--- src/rtl/add_sub_pipe32.sv ---
// Two-stage pipelined adder/subtractor: stage 1 forms bit and 4-bit group propagate/generate,
// stage 2 resolves carries with a two-level group lookahead and registers sum and flags.
module add_sub_pipe32 #(
  parameter int WIDTH = 32
) (
  input  logic             clk,
  input  logic             rst,
  input  logic             in_valid,
  output logic             in_ready,
  input  logic [WIDTH-1:0] a,
  input  logic [WIDTH-1:0] b,
  input  logic             sub,
  output logic             out_valid,
  input  logic             out_ready,
  output logic [WIDTH-1:0] sum,
  output logic             carry,
  output logic             zero,
  output logic             sign,
  output logic             overflow
);
  localparam int NG  = WIDTH / 4;
  localparam int NB  = (NG + 3) / 4;
  localparam int NGP = NB * 4;

  // {P, G} of a 4-wide lookahead slice
  function automatic logic [1:0] pg4(input logic [3:0] g, input logic [3:0] p);
    logic pp, gg;
    pp = &p;
    gg = g[3] | (p[3] & g[2]) | (p[3] & p[2] & g[1]) | (p[3] & p[2] & p[1] & g[0]);
    return {pp, gg};
  endfunction

  // Carries into positions 1..3 of a 4-wide slice, flattened sum-of-products form
  function automatic logic [2:0] cla3(input logic [2:0] g, input logic [2:0] p, input logic c);
    logic [2:0] r;
    r[0] = g[0] | (p[0] & c);
    r[1] = g[1] | (p[1] & g[0]) | (p[1] & p[0] & c);
    r[2] = g[2] | (p[2] & g[1]) | (p[2] & p[1] & g[0]) | (p[2] & p[1] & p[0] & c);
    return r;
  endfunction

  logic             w_in_xfer, w_out_xfer, w_s2_load;
  logic [WIDTH-1:0] w_bb, w_p, w_g;
  logic [NG-1:0]    w_grp_p, w_grp_g;

  logic [WIDTH-1:0] r_p, r_g;
  logic [NG-1:0]    r_grp_p, r_grp_g;
  logic             r_cin, r_a_msb, r_bb_msb, r_v1;

  logic [NGP-1:0]   w_gp_pad, w_gg_pad;
  logic [NB-1:0]    w_blk_p, w_blk_g;
  logic [NB:0]      w_blk_c;
  logic [NGP-1:0]   w_grp_c;
  logic [WIDTH-1:0] w_c, w_sum;
  logic             w_acc, w_prod, w_ovf, w_unused_g3;

  logic [WIDTH-1:0] r_sum;
  logic             r_carry, r_ovf, r_v2;

  assign w_s2_load  = r_v1 && (!r_v2 || out_ready);
  assign in_ready   = !r_v1 || w_s2_load;
  assign w_in_xfer  = in_valid && in_ready;
  assign w_out_xfer = r_v2 && out_ready;

  assign w_bb = sub ? ~b : b;
  assign w_p  = a ^ w_bb;
  assign w_g  = a & w_bb;

  genvar gi;
  generate
    for (gi = 0; gi < NG; gi++) begin : g_s1_grp
      assign {w_grp_p[gi], w_grp_g[gi]} = pg4(w_g[4*gi +: 4], w_p[4*gi +: 4]);
    end
  endgenerate

  always_comb begin
    w_gp_pad = '0;
    w_gg_pad = '0;
    w_gp_pad[NG-1:0] = r_grp_p;
    w_gg_pad[NG-1:0] = r_grp_g;
  end

  generate
    for (gi = 0; gi < NB; gi++) begin : g_s2_blk
      assign {w_blk_p[gi], w_blk_g[gi]} = pg4(w_gg_pad[4*gi +: 4], w_gp_pad[4*gi +: 4]);
      assign w_grp_c[4*gi] = w_blk_c[gi];
      assign w_grp_c[4*gi+1 +: 3] = cla3(w_gg_pad[4*gi +: 3], w_gp_pad[4*gi +: 3], w_blk_c[gi]);
    end
  endgenerate

  // Top-level block carries, each expanded as an independent product sum (no ripple)
  always_comb begin
    w_blk_c    = '0;
    w_blk_c[0] = r_cin;
    w_acc      = 1'b0;
    w_prod     = 1'b1;
    for (int j = 0; j < NB; j++) begin
      w_acc  = 1'b0;
      w_prod = 1'b1;
      for (int i = j; i >= 0; i--) begin
        w_acc  = w_acc | (w_prod & w_blk_g[i]);
        w_prod = w_prod & w_blk_p[i];
      end
      w_blk_c[j+1] = w_acc | (w_prod & r_cin);
    end
  end

  generate
    for (gi = 0; gi < NG; gi++) begin : g_s2_bit
      assign w_c[4*gi]        = w_grp_c[gi];
      assign w_c[4*gi+1 +: 3] = cla3(r_g[4*gi +: 3], r_p[4*gi +: 3], w_grp_c[gi]);
    end
  endgenerate

  // The top g bit of each group only matters through the registered group G
  always_comb begin
    w_unused_g3 = 1'b0;
    for (int k = 0; k < NG; k++) w_unused_g3 = w_unused_g3 ^ r_g[4*k+3];
  end

  assign w_sum = r_p ^ w_c;
  assign w_ovf = (r_a_msb == r_bb_msb) && (w_sum[WIDTH-1] != r_a_msb);

  always_ff @(posedge clk or posedge rst) begin
    if (rst) begin
      r_p      <= '0;
      r_g      <= '0;
      r_grp_p  <= '0;
      r_grp_g  <= '0;
      r_cin    <= 1'b0;
      r_a_msb  <= 1'b0;
      r_bb_msb <= 1'b0;
      r_v1     <= 1'b0;
      r_sum    <= '0;
      r_carry  <= 1'b0;
      r_ovf    <= 1'b0;
      r_v2     <= 1'b0;
    end else begin
      if (w_in_xfer) begin
        r_p      <= w_p;
        r_g      <= w_g;
        r_grp_p  <= w_grp_p;
        r_grp_g  <= w_grp_g;
        r_cin    <= sub;
        r_a_msb  <= a[WIDTH-1];
        r_bb_msb <= w_bb[WIDTH-1];
      end
      r_v1 <= w_in_xfer ? 1'b1 : (w_s2_load ? 1'b0 : r_v1);
      if (w_s2_load) begin
        r_sum   <= w_sum;
        r_carry <= w_blk_c[NB];
        r_ovf   <= w_ovf;
      end
      r_v2 <= w_s2_load ? 1'b1 : (w_out_xfer ? 1'b0 : r_v2);
    end
  end

  assign out_valid = r_v2;
  assign sum       = r_sum;
  assign carry     = r_carry;
  assign overflow  = r_ovf;
  assign zero      = (r_sum == '0);
  assign sign      = r_sum[WIDTH-1];

endmodule

--- config.mk ---
export PLATFORM = sky130hd
export DESIGN_NAME = add_sub_pipe32
export DESIGN_NICKNAME = d
export VERILOG_FILES = /design/src/rtl/add_sub_pipe32.sv
export SDC_FILE = /design/constraint.sdc
export NUM_CORES = 1
export LEC_CHECK = 0
export CAP_MARGIN = 20
export CORE_MARGIN = 2
export CORE_UTILIZATION = 29
export DETAILED_ROUTE_END_ITERATION = 6
export REMOVE_ABC_BUFFERS = 1
export SKIP_LAST_GASP = 1
export SLEW_MARGIN = 30
export SYNTH_ARGS = -nofsm -noshare
export SYNTH_HDL_FRONTEND = slang
export SYNTH_SLANG_ARGS = --single-unit
export TNS_END_PERCENT = 5
--- constraint.sdc ---
create_clock -name clk -period 4.35 [get_ports clk]
set_clock_uncertainty 0.15 [all_clocks]
set_input_delay 0.87 -clock clk [delete_from_list [all_inputs] [get_ports clk]]
set_output_delay 0.87 -clock clk [all_outputs]
set_load 0.02 [all_outputs]
==> results_tabular.tex, run 1 <==
\begin{tabular}{lr}
\hline
Metric & Value \\
\hline
\multicolumn{2}{l}{\textbf{Placement}} \\
\quad Placed wire-length estimate after detailed placement & 10.25 mm \\
\quad Worst slack, placed & 1.163 ns \\
\quad Final RePlAce weighted congestion & 0.7720 \\
\quad Port-buffer cells & 106 \\
\quad \# placed instances & 877 \\
\quad Instance area at placement & 7269 um2 \\
\multicolumn{2}{l}{\textbf{Flow run}} \\
\quad Max-capacitance violation count & 0 \\
\multicolumn{2}{l}{\textbf{Critical path}} \\
\quad Critical path data required time & 3.33 ns \\
\quad Reg-to-reg slack, setup & 2.17 ns \\
\quad Reg2reg path depth & 6 \\
\quad FF-to-FF Start & r\_grp\_p[1]\$\_DFFE\_PP0P\_ \\
\quad Crit path DAT & 2.29 ns \\
\quad Reg-to-reg endpoint & sum[24]\$\_DFFE\_PP0P\_ \\
\quad Slowest stage cell on the critical path & sky130\_fd\_sc\_hd\_\_clkdlybuf4s50\_1 \\
\quad Kind of launch point of the worst setup path & flop \\
\quad Critical Path End Type & output pin \\
\quad Category of the most critical setup path & flop to output pin \\
\quad Cell breakdown of the critical path & nor4\_1 -> nand4\_1 -> nor2\_1 -> clkdlybuf4s50\_1 \\
\quad Maximum single-stage delay on the critical path & about 0.64 ns \\
\quad Crit Path Max Fanout & 3 \\
\multicolumn{2}{l}{\textbf{Synth}} \\
\quad Main flop type after synthesis & sky130\_fd\_sc\_hd\_\_dfrtp\_1 \\
\quad Yosys warning count & 0 \\
\quad Number of synthesized flops with an enable pin & 0 \\
\quad Post-synth cell types & 47 \\
\quad Syn\_area\_per\_cell & 11.40 um2 \\
\quad Number of standard cells after synthesis & 516 \\
\quad Proportion of synthesized chip area in sequential cells & between 40\% and 50\% \\
\quad Fraction of registers with async set/reset & 100.0\% \\
\quad Cell area after technology mapping & $\sim$5900 um2 \\
\quad Register bit total from synthesis & $\sim$110 \\
\multicolumn{2}{l}{\textbf{GRT}} \\
\quad Global-route total usage across every layer & a little over an eighth \\
\quad Antenna violations before repair & 1 \\
\quad Maximum number of pins on one net before global-route repair & between 70 and 80 \\
\quad Global-route wire length before repair & about 23 mm \\
\quad Total overflow reported by the global router & 0 \\
\quad Via count of the first global-routing pass & 4394 \\
\multicolumn{2}{l}{\textbf{Worst hold path}} \\
\quad Tightest Hold Check Type & flop to flop \\
\quad Endpoint of the worst hold-timing path & r\_grp\_g[7]\$\_DFFE\_PP0P\_ \\
\quad Launch point of the worst hold path & r\_grp\_g[7]\$\_DFFE\_PP0P\_ \\
\quad Number of cells traversed by the worst hold path & 2 \\
\multicolumn{2}{l}{\textbf{Timing}} \\
\quad Transition time at the pin with the least slew margin & 0.8945 ns \\
\quad Number of slew-limit violations in the final report & 0 \\
\quad Setup repair after global routing missed its margin & false \\
\quad TNS Setup & 0 ns \\
\quad Number of failing hold endpoints at the final stage & 0 \\
\quad Final setup fails & 0 \\
\quad Final worst-path cycle share & 76.19\% \\
\quad Final critical path time including I/O delays and setup & 3.314 ns \\
\quad Tightest hold margin & 0.3432 ns \\
\quad Final critical-path setup slack & between 1 and 1.5 ns \\
\quad Relative slew slack & 40.37\% \\
\quad Top achievable clock speed & 0.3017 GHz \\
\multicolumn{2}{l}{\textbf{Clocking}} \\
\quad Clock Sink Count & 111 \\
\quad CTS Buf Count & 9 \\
\quad CTS tree & done \\
\quad Number of gates resized after cts & 0 \\
\quad Insertion delay of the later-clocked pin in the worst-skew pair & 0.35 ns \\
\quad \# Post-CTS Setup Buffers & 0 \\
\quad Clock-pin slew reported for the worst setup and hold paths after clock tree synthesis & 0.07 ns \\
\quad Root cell of the clock tree & sky130\_fd\_sc\_hd\_\_clkbuf\_16 \\
\quad Post-cts hold buffer count & 0 \\
\quad Maximum level of the CTS H-tree & 3 \\
\quad Longest Clk Path Bufs & 2 \\
\multicolumn{2}{l}{\textbf{Cells and area}} \\
\quad Post-layout instance area & 7594 um2 \\
\quad Final antenna diode count & 0 \\
\quad Fraction of final layout cells with drive strength greater than 1 & 16.69\% \\
\quad Total of fill cells in the finished design & 1934 \\
\quad Final instance count without filler cells & $\sim$890 \\
\quad Area growth from synthesis to layout & 29.05\% \\
\quad Layout net count & 727 \\
\multicolumn{2}{l}{\textbf{Drt}} \\
\quad Vias post-DR & 4250 \\
\quad DR WL/cell & 15.23 um \\
\quad Post-Route WL & between 10 and 15 mm \\
\quad DRT Pass-1 Iters & 4 \\
\quad Average via count per standard cell & 4.759 \\
\quad Violation count after the first detailed-routing iteration & 112 \\
\quad Drt drc & 0 \\
\quad Count of nets left with antenna violations after detail routing & 0 \\
\multicolumn{2}{l}{\textbf{Floorplanning}} \\
\quad Initial core utilization & 29.27\% \\
\quad Height of the die & 146.4 um \\
\quad Count of boundary I/O pins & 107 \\
\quad Row cnt & 52 \\
\quad Chip Width & $\sim$150 um \\
\quad Core area & 20100 um2 \\
\quad Area of the die & 21450 um2 \\
\multicolumn{2}{l}{\textbf{Pwr}} \\
\quad Power per Cell Area & 493.9 nW/um2 \\
\quad Leakage power of the design & 3.318 nW \\
\quad VDD IR max & 272.3 uV \\
\multicolumn{2}{l}{\textbf{Status}} \\
\quad Outcome & finished clean \\
\hline
\end{tabular}
[placed cells by master, fill, tap and decap left out, types with 4 or more instances in the layout]
cell	count
sky130_fd_sc_hd__nand2b_1	5
sky130_fd_sc_hd__nand3_1	5
sky130_fd_sc_hd__clkbuf_16	9
sky130_fd_sc_hd__nor3b_1	7
sky130_fd_sc_hd__xor2_1	41
sky130_fd_sc_hd__ha_1	40
sky130_fd_sc_hd__o21a_1	10
sky130_fd_sc_hd__clkdlybuf4s50_1	105
sky130_fd_sc_hd__nor2_1	15
sky130_fd_sc_hd__o21ai_0	34
sky130_fd_sc_hd__nor4_1	8
sky130_fd_sc_hd__nand4_1	11
sky130_fd_sc_hd__a21o_1	24
sky130_fd_sc_hd__buf_4	4
sky130_fd_sc_hd__a211oi_1	5
sky130_fd_sc_hd__dfrtp_1	111
sky130_fd_sc_hd__nor3_1	9
sky130_fd_sc_hd__nand2_1	41
sky130_fd_sc_hd__a21oi_1	14
sky130_fd_sc_hd__mux2_2	67
sky130_fd_sc_hd__o31ai_1	7
[how the worst max path moves through the flow]
stage               cells past startpoint                end                 from
CTS                                     4               zero   sum[7]$_DFFE_PP0P_
global placement                        3           in_ready            out_ready
floorplan                               1  carry$_DFFE_PP0P_                  rst
global route                            4               zero  sum[28]$_DFFE_PP0P_
finish                                  4               zero   sum[4]$_DFFE_PP0P_
detailed placement                      3           in_ready            out_ready
[layout make-up]
| type | count | area (um2) | share of cell area (%) |
|---|---|---|---|
| Timing Repair Buffer | 112 | 1126 | 14.83 |
| Inverter | 4 | 20.02 | 0.2636 |
| Clock inverter | 7 | 96.34 | 1.269 |
| Multi-Input combinational cell | 380 | 3010 | 39.64 |
| Clock buffer | 9 | 225.2 | 2.966 |
| Sequential cell | 111 | 2778 | 36.58 |
| Tap cell | 270 | 337.8 | 4.449 |
[cell families (layout without fill, tap and decap cells)]
kind of cell / after synthesis / after routing / share of synthesized area (%)
simple gates: 115 / 115 / 9.824
compound gates: 113 / 113 / 13.12
flops: 111 / 111 / 47.20
mux: 68 / 68 / 12.99
xor+xnor: 44 / 44 / 6.549
fa+ha+maj: 40 / 40 / 8.505
buf+inv: 25 / 132 / 1.807
[routing by layer]
metal  up-vias  track usage, %  share of wire [%]
met1      2071           17.29                 46
met3         9           4.219                5.6
met5         -               0                  0
li1       2072               -                  -
met4         0           2.718               0.75
met2        98           21.70                 48
[critical path, delay by kind of cell, from the launching register on]
family / cells / cell delay (ns)
buffers and inverters: 1 / 0.64
flip-flops: 1 / 0.39
AND/OR/NAND/NOR: 3 / 0.92
[registers in the layout, summed over array words and instances, names as in the netlist]
| register | count |
|---|---|
| carry | 1 |
| out_valid | 1 |
| overflow | 1 |
| r_a_msb | 1 |
| r_bb_msb | 1 |
| r_cin | 1 |
| r_g | 24 |
| r_grp_g | 8 |
| r_grp_p | 8 |
| r_p | 32 |
| r_v1 | 1 |
| sum | 32 |
[per-stage QoR]
step,utilization (%),total power [mW]
floorplan,-,2.286
global placement,36.16,2.855
detailed placement,36.16,2.893
CTS,37.76,3.806
global route,37.77,3.995
finish,37.77,3.751
[cells in the mapped netlist, types with 3 or more instances]
cell,instances,share of area [%]
sky130_fd_sc_hd__dfrtp_1,111,47
sky130_fd_sc_hd__mux2_2,67,13
sky130_fd_sc_hd__nand2_1,43,2.7
sky130_fd_sc_hd__xor2_1,41,6.1
sky130_fd_sc_hd__ha_1,40,8.5
sky130_fd_sc_hd__o21ai_0,34,2.9
sky130_fd_sc_hd__a21o_1,24,3.1
sky130_fd_sc_hd__nor2_1,15,0.96
sky130_fd_sc_hd__a21oi_1,14,1.2
sky130_fd_sc_hd__nand4_1,11,1.2
sky130_fd_sc_hd__o21a_1,10,1.3
sky130_fd_sc_hd__nor3_1,9,0.77
sky130_fd_sc_hd__clkbuf_1,8,0.51
sky130_fd_sc_hd__nor4_1,8,0.85
sky130_fd_sc_hd__buf_2,7,0.60
sky130_fd_sc_hd__nor3b_1,7,0.89
sky130_fd_sc_hd__o31ai_1,7,0.89
sky130_fd_sc_hd__a211oi_1,5,0.64
sky130_fd_sc_hd__buf_1,5,0.32
sky130_fd_sc_hd__nand2b_1,5,0.53
sky130_fd_sc_hd__nand3_1,5,0.43
sky130_fd_sc_hd__inv_1,4,0.26
sky130_fd_sc_hd__or2_2,3,0.32
sky130_fd_sc_hd__xnor2_1,3,0.45
[where the power goes]
| part | internal, mW | switching, mW | total, mW |
|---|---|---|---|
| clock network | 0.506 | 0.388 | 0.894 |
| registers | 1.30 | 0.266 | 1.57 |
| logic | 0.672 | 0.616 | 1.29 |
| total | 2.48 | 1.27 | 3.75 |
(Power assumes the default switching activity.)
==> inputs of run 2 (changes only) <==
==> constraint.sdc (replaced) <==
create_clock -name clk -period 2.9 [get_ports clk]
set_clock_uncertainty 0.15 [all_clocks]
set_input_delay 0.58 -clock clk [delete_from_list [all_inputs] [get_ports clk]]
set_output_delay 0.58 -clock clk [all_outputs]
set_load 0.02 [all_outputs]
==> run 2 against run 1 <==
Against the previous run: worst setup slack worse by 0.77 ns; non-clock buffer count increased by 4; count of clock-buffer cells in the layout grew 5; critical path type is now input pin to output pin; critical endpoint is now in_ready; largest power group unchanged; global-route usage hardly changed; via count shrank 0.92%; sequential share of layout area decreased by 0.13 points; combinational power rose by 55%; clock power up 32%.
==> results_tabular.tex, run 2 (synthesis gave the netlist of run 1 again) <==
\begin{tabular}{lr}
\hline
Metric & Value \\
\hline
\multicolumn{2}{l}{\textbf{Status}} \\
\quad Outcome & finished clean (unchanged) \\
\multicolumn{2}{l}{\textbf{Clocking}} \\
\quad Clock Sink Count & 111 (unchanged) \\
\quad Longest Clk Path Bufs & 2 (unchanged) \\
\quad Root cell of the clock tree & sky130\_fd\_sc\_hd\_\_clkbuf\_16 (unchanged) \\
\quad CTS Buf Count & 9 (unchanged) \\
\quad CTS tree & done (unchanged) \\
\quad Clock-pin slew reported for the worst setup and hold paths after clock tree synthesis & 0.07 ns (about the same) \\
\quad Insertion delay of the later-clocked pin in the worst-skew pair & 0.35 ns (about the same) \\
\quad Maximum level of the CTS H-tree & 3 (unchanged) \\
\quad \# Post-CTS Setup Buffers & 0 (unchanged) \\
\multicolumn{2}{l}{\textbf{Drt}} \\
\quad Top layer used by detailed routing & met4 (unchanged) \\
\quad Wire length on met2 & 6.322 mm (was 6.489 mm) \\
\quad Average via count per standard cell & 4.695 (was 4.759) \\
\quad Vias post-DR & 4211 (was 4250) \\
\quad Count of nets left with antenna violations after detail routing & 0 (unchanged) \\
\quad Post-Route WL & 13.79 mm (was 13.60 mm) \\
\quad Violation count after the first detailed-routing iteration & 187 (was 112) \\
\quad Wire length on met1 & 6.500 mm (was 6.241 mm) \\
\quad Total met3 wirelength after detailed routing & 813 um (was 767 um) \\
\quad DRT Pass-1 Iters & 4 (unchanged) \\
\quad DR WL/cell & 15.37 um (was 15.23 um) \\
\quad Drt drc & 0 (unchanged) \\
\multicolumn{2}{l}{\textbf{Timing}} \\
\quad Number of failing hold endpoints at the final stage & 0 (unchanged) \\
\quad Top achievable clock speed & approximately 0.38 GHz \\
\quad Number of slew-limit violations in the final report & 0 (unchanged) \\
\quad Tightest hold margin & 0.3435 ns (was 0.3432 ns) \\
\quad Relative slew slack & 65.25\% (was 40.37\%) \\
\quad Final setup fails & 0 (unchanged) \\
\quad TNS Setup & 0 ns (unchanged) \\
\quad Final worst-path cycle share & 90.81\% \\
\quad Final critical path time including I/O delays and setup & 2.633 ns \\
\quad Setup repair after global routing missed its margin & false (unchanged) \\
\quad Final critical-path setup slack & 0.2666 ns (was 1.036 ns) \\
\quad Transition time at the pin with the least slew margin & 0.5213 ns (was 0.8945 ns) \\
\multicolumn{2}{l}{\textbf{Floorplanning}} \\
\quad Initial core utilization & 29.27\% (unchanged) \\
\quad Row cnt & 52 (unchanged) \\
\quad Count of boundary I/O pins & 107 (unchanged) \\
\quad Area of the die & 21450 um2 (unchanged) \\
\quad Chip Width & 146.4 um (unchanged) \\
\quad Height of the die & 146.4 um (unchanged) \\
\quad Core area & 20100 um2 (unchanged) \\
\multicolumn{2}{l}{\textbf{GRT}} \\
\quad Global-route wire length before repair & 22.54 mm (was 22.56 mm) \\
\quad Maximum number of pins on one net before global-route repair & 63 (was 76) \\
\quad Via count of the first global-routing pass & 4333 (was 4394) \\
\quad Total overflow reported by the global router & 0 (unchanged) \\
\quad Antenna violations before repair & 0 (was 1) \\
\quad Global-route total usage across every layer & 13.24\% (about the same) \\
\multicolumn{2}{l}{\textbf{Pwr}} \\
\quad Power per Cell Area & 723.3 nW/um2 (was 493.9 nW/um2) \\
\quad Leakage power of the design & 3.334 nW (was 3.318 nW) \\
\quad VDD IR max & 299.0 uV (was 272.3 uV) \\
\multicolumn{2}{l}{\textbf{Cells and area}} \\
\quad Sequential cell area & 2778 um2 (unchanged) \\
\quad Layout net count & 731 (was 727) \\
\quad Post-layout instance area & 7621 um2 (was 7594 um2) \\
\quad Fraction of final layout cells with drive strength greater than 1 & 17.22\% (was 16.69\%) \\
\quad Area growth from synthesis to layout & 29.51\% (was 29.05\%) \\
\quad Total of fill cells in the finished design & 1953 (was 1934) \\
\quad Leading cell types in the layout, fill and taps excluded & sky130\_fd\_sc\_hd\_\_dfrtp\_1 (111), sky130\_fd\_sc\_hd\_\_clkdlybuf4s50\_1 (104), sky130\_fd\_sc\_hd\_\_mux2\_2 (67), sky130\_fd\_sc\_hd\_\_xor2\_1 (41), sky130\_fd\_sc\_hd\_\_nand2\_1 (41) (was sky130\_fd\_sc\_hd\_\_dfrtp\_1 (111), sky130\_fd\_sc\_hd\_\_clkdlybuf4s50\_1 (105), sky130\_fd\_sc\_hd\_\_mux2\_2 (67), sky130\_fd\_sc\_hd\_\_xor2\_1 (41), sky130\_fd\_sc\_hd\_\_nand2\_1 (41)) \\
\quad Final antenna diode count & 0 (unchanged) \\
\quad Multi-input gate area & 3029 um2 (was 3010 um2) \\
\quad Commonest non-fill, non-tap cell in the layout & sky130\_fd\_sc\_hd\_\_dfrtp\_1 (unchanged) \\
\multicolumn{2}{l}{\textbf{Critical path}} \\
\quad Critical Path End Type & output pin (unchanged) \\
\quad Reg2reg path depth & 6 (unchanged) \\
\quad Maximum single-stage delay on the critical path & 0.64 ns (about the same) \\
\quad Critical path data required time & 2.17 ns (was 3.33 ns) \\
\quad Slowest stage cell on the critical path & sky130\_fd\_sc\_hd\_\_clkdlybuf4s50\_1 (unchanged) \\
\quad Reg-to-reg endpoint & sum[24]\$\_DFFE\_PP0P\_ (unchanged) \\
\quad Crit Path Max Fanout & 3 (unchanged) \\
\quad FF-to-FF Start & r\_grp\_p[1]\$\_DFFE\_PP0P\_ (unchanged) \\
\quad Top cell by count, worst path & sky130\_fd\_sc\_hd\_\_clkdlybuf4s50\_1 \\
\quad Crit path DAT & 1.90 ns (was 2.29 ns) \\
\quad Cell breakdown of the critical path & clkdlybuf4s50\_1 -> nand3b\_1 -> clkdlybuf4s50\_1 (was nor4\_1 -> nand4\_1 -> nor2\_1 -> clkdlybuf4s50\_1) \\
\quad Kind of launch point of the worst setup path & input pin (was flop) \\
\quad Reg-to-reg slack, setup & 0.72 ns (was 2.17 ns) \\
\quad Category of the most critical setup path & input pin to output pin (was flop to output pin) \\
\multicolumn{2}{l}{\textbf{Flow run}} \\
\quad Max-capacitance violation count & 0 (unchanged) \\
\multicolumn{2}{l}{\textbf{Worst hold path}} \\
\quad Number of cells traversed by the worst hold path & 2 (unchanged) \\
\quad Tightest Hold Check Type & flop to flop (unchanged) \\
\quad Launch point of the worst hold path & r\_grp\_g[7]\$\_DFFE\_PP0P\_ (unchanged) \\
\quad Endpoint of the worst hold-timing path & r\_grp\_g[7]\$\_DFFE\_PP0P\_ (unchanged) \\
\multicolumn{2}{l}{\textbf{Placement}} \\
\quad Placed wire-length estimate after detailed placement & 10.70 mm (was 10.25 mm) \\
\quad Instance area at placement & 7325 um2 (was 7269 um2) \\
\quad Final RePlAce weighted congestion & 0.7803 (was 0.7720) \\
\quad Worst slack, placed & 0.2295 ns (was 1.163 ns) \\
\quad Port-buffer cells & 106 (unchanged) \\
\hline
\end{tabular}
run 2: cell types whose count changed in the layout (fill, tap and decap cells not counted), sizes merged:
cell / delta
buf: +4
dlygate4sd2: +1
inv: -1
bufinv: -2
clkinvlp: -1
clkdlybuf4s50: -1
clkinv: -1
clkbuf: +5
run 2: worst max-delay path by stage:
| stage | startpoint | slack [ns] | end |
|---|---|---|---|
| after global placement | sum[17]$_DFFE_PP0P_ | 0.13 | zero |
| final | out_ready | 0.27 | in_ready |
| after detailed placement | sum[17]$_DFFE_PP0P_ | 0.23 | zero |
| after CTS | sum[4]$_DFFE_PP0P_ | 0.22 | zero |
| after global routing | sum[17]$_DFFE_PP0P_ | 0.16 | zero |
| after floorplan | rst | -0.76 | carry$_DFFE_PP0P_ |
run 2: final cells by class:
| cell class | count | area share, % |
|---|---|---|
| Tap cell | 270 | 4.433 |
| Timing Repair Buffer | 116 | 15.48 |
| Inverter | 4 | 0.2298 |
| Clock buffer | 14 | 3.464 |
| Multi-Input combinational cell | 380 | 39.75 |
| Sequential cell | 111 | 36.45 |
| Clock inverter | 2 | 0.1970 |
run 2: power by group:
group	internal, mW	leakage, nW	total (mW)	switching [mW]
logic	1.02	1.84	2.00	0.977
clock network	0.632	0.129	1.18	0.544
registers	1.96	1.36	2.34	0.379
run 2: repair_timing:
item / CTS / global route
gates resized for setup: 4 / 0
hold buffers: 0 / 0
endpoints found under the hold margin: 0 / 0
endpoints found under the setup margin: 1 / 0
run 2: worst max-delay path: cells and delay by family:
kind | cells | cell delay [ns]
buf+inv | 2 | 1.11
simple gates | 1 | 0.20
run 2: stage by stage:
step                instances  power [mW]  utilization (%)
floorplan                 495       3.429                -
global placement          881       4.320            36.43
detailed placement        881       4.373            36.43
CTS                       897       5.600            37.91
global route              897       5.873            37.91
finish                    897       5.512            37.91
run 2: layer usage:
metal,up-vias,GRT usage [%]
met3,12,4.219
met5,-,0
met1,2054,17.73
li1,2069,-
met4,0,3.350
met2,76,20.87
==> inputs of run 3 (changes only) <==
--- a/config.mk
+++ b/config.mk
@@ -9,6 +9,7 @@
 export CORE_MARGIN = 2
 export CORE_UTILIZATION = 29
 export DETAILED_ROUTE_END_ITERATION = 6
+export GPL_ROUTABILITY_DRIVEN = 0
 export REMOVE_ABC_BUFFERS = 1
 export SKIP_LAST_GASP = 1
 export SLEW_MARGIN = 30
==> results of run 3 <==
The final DEF is identical to that of run 2; final timing and power are the same.
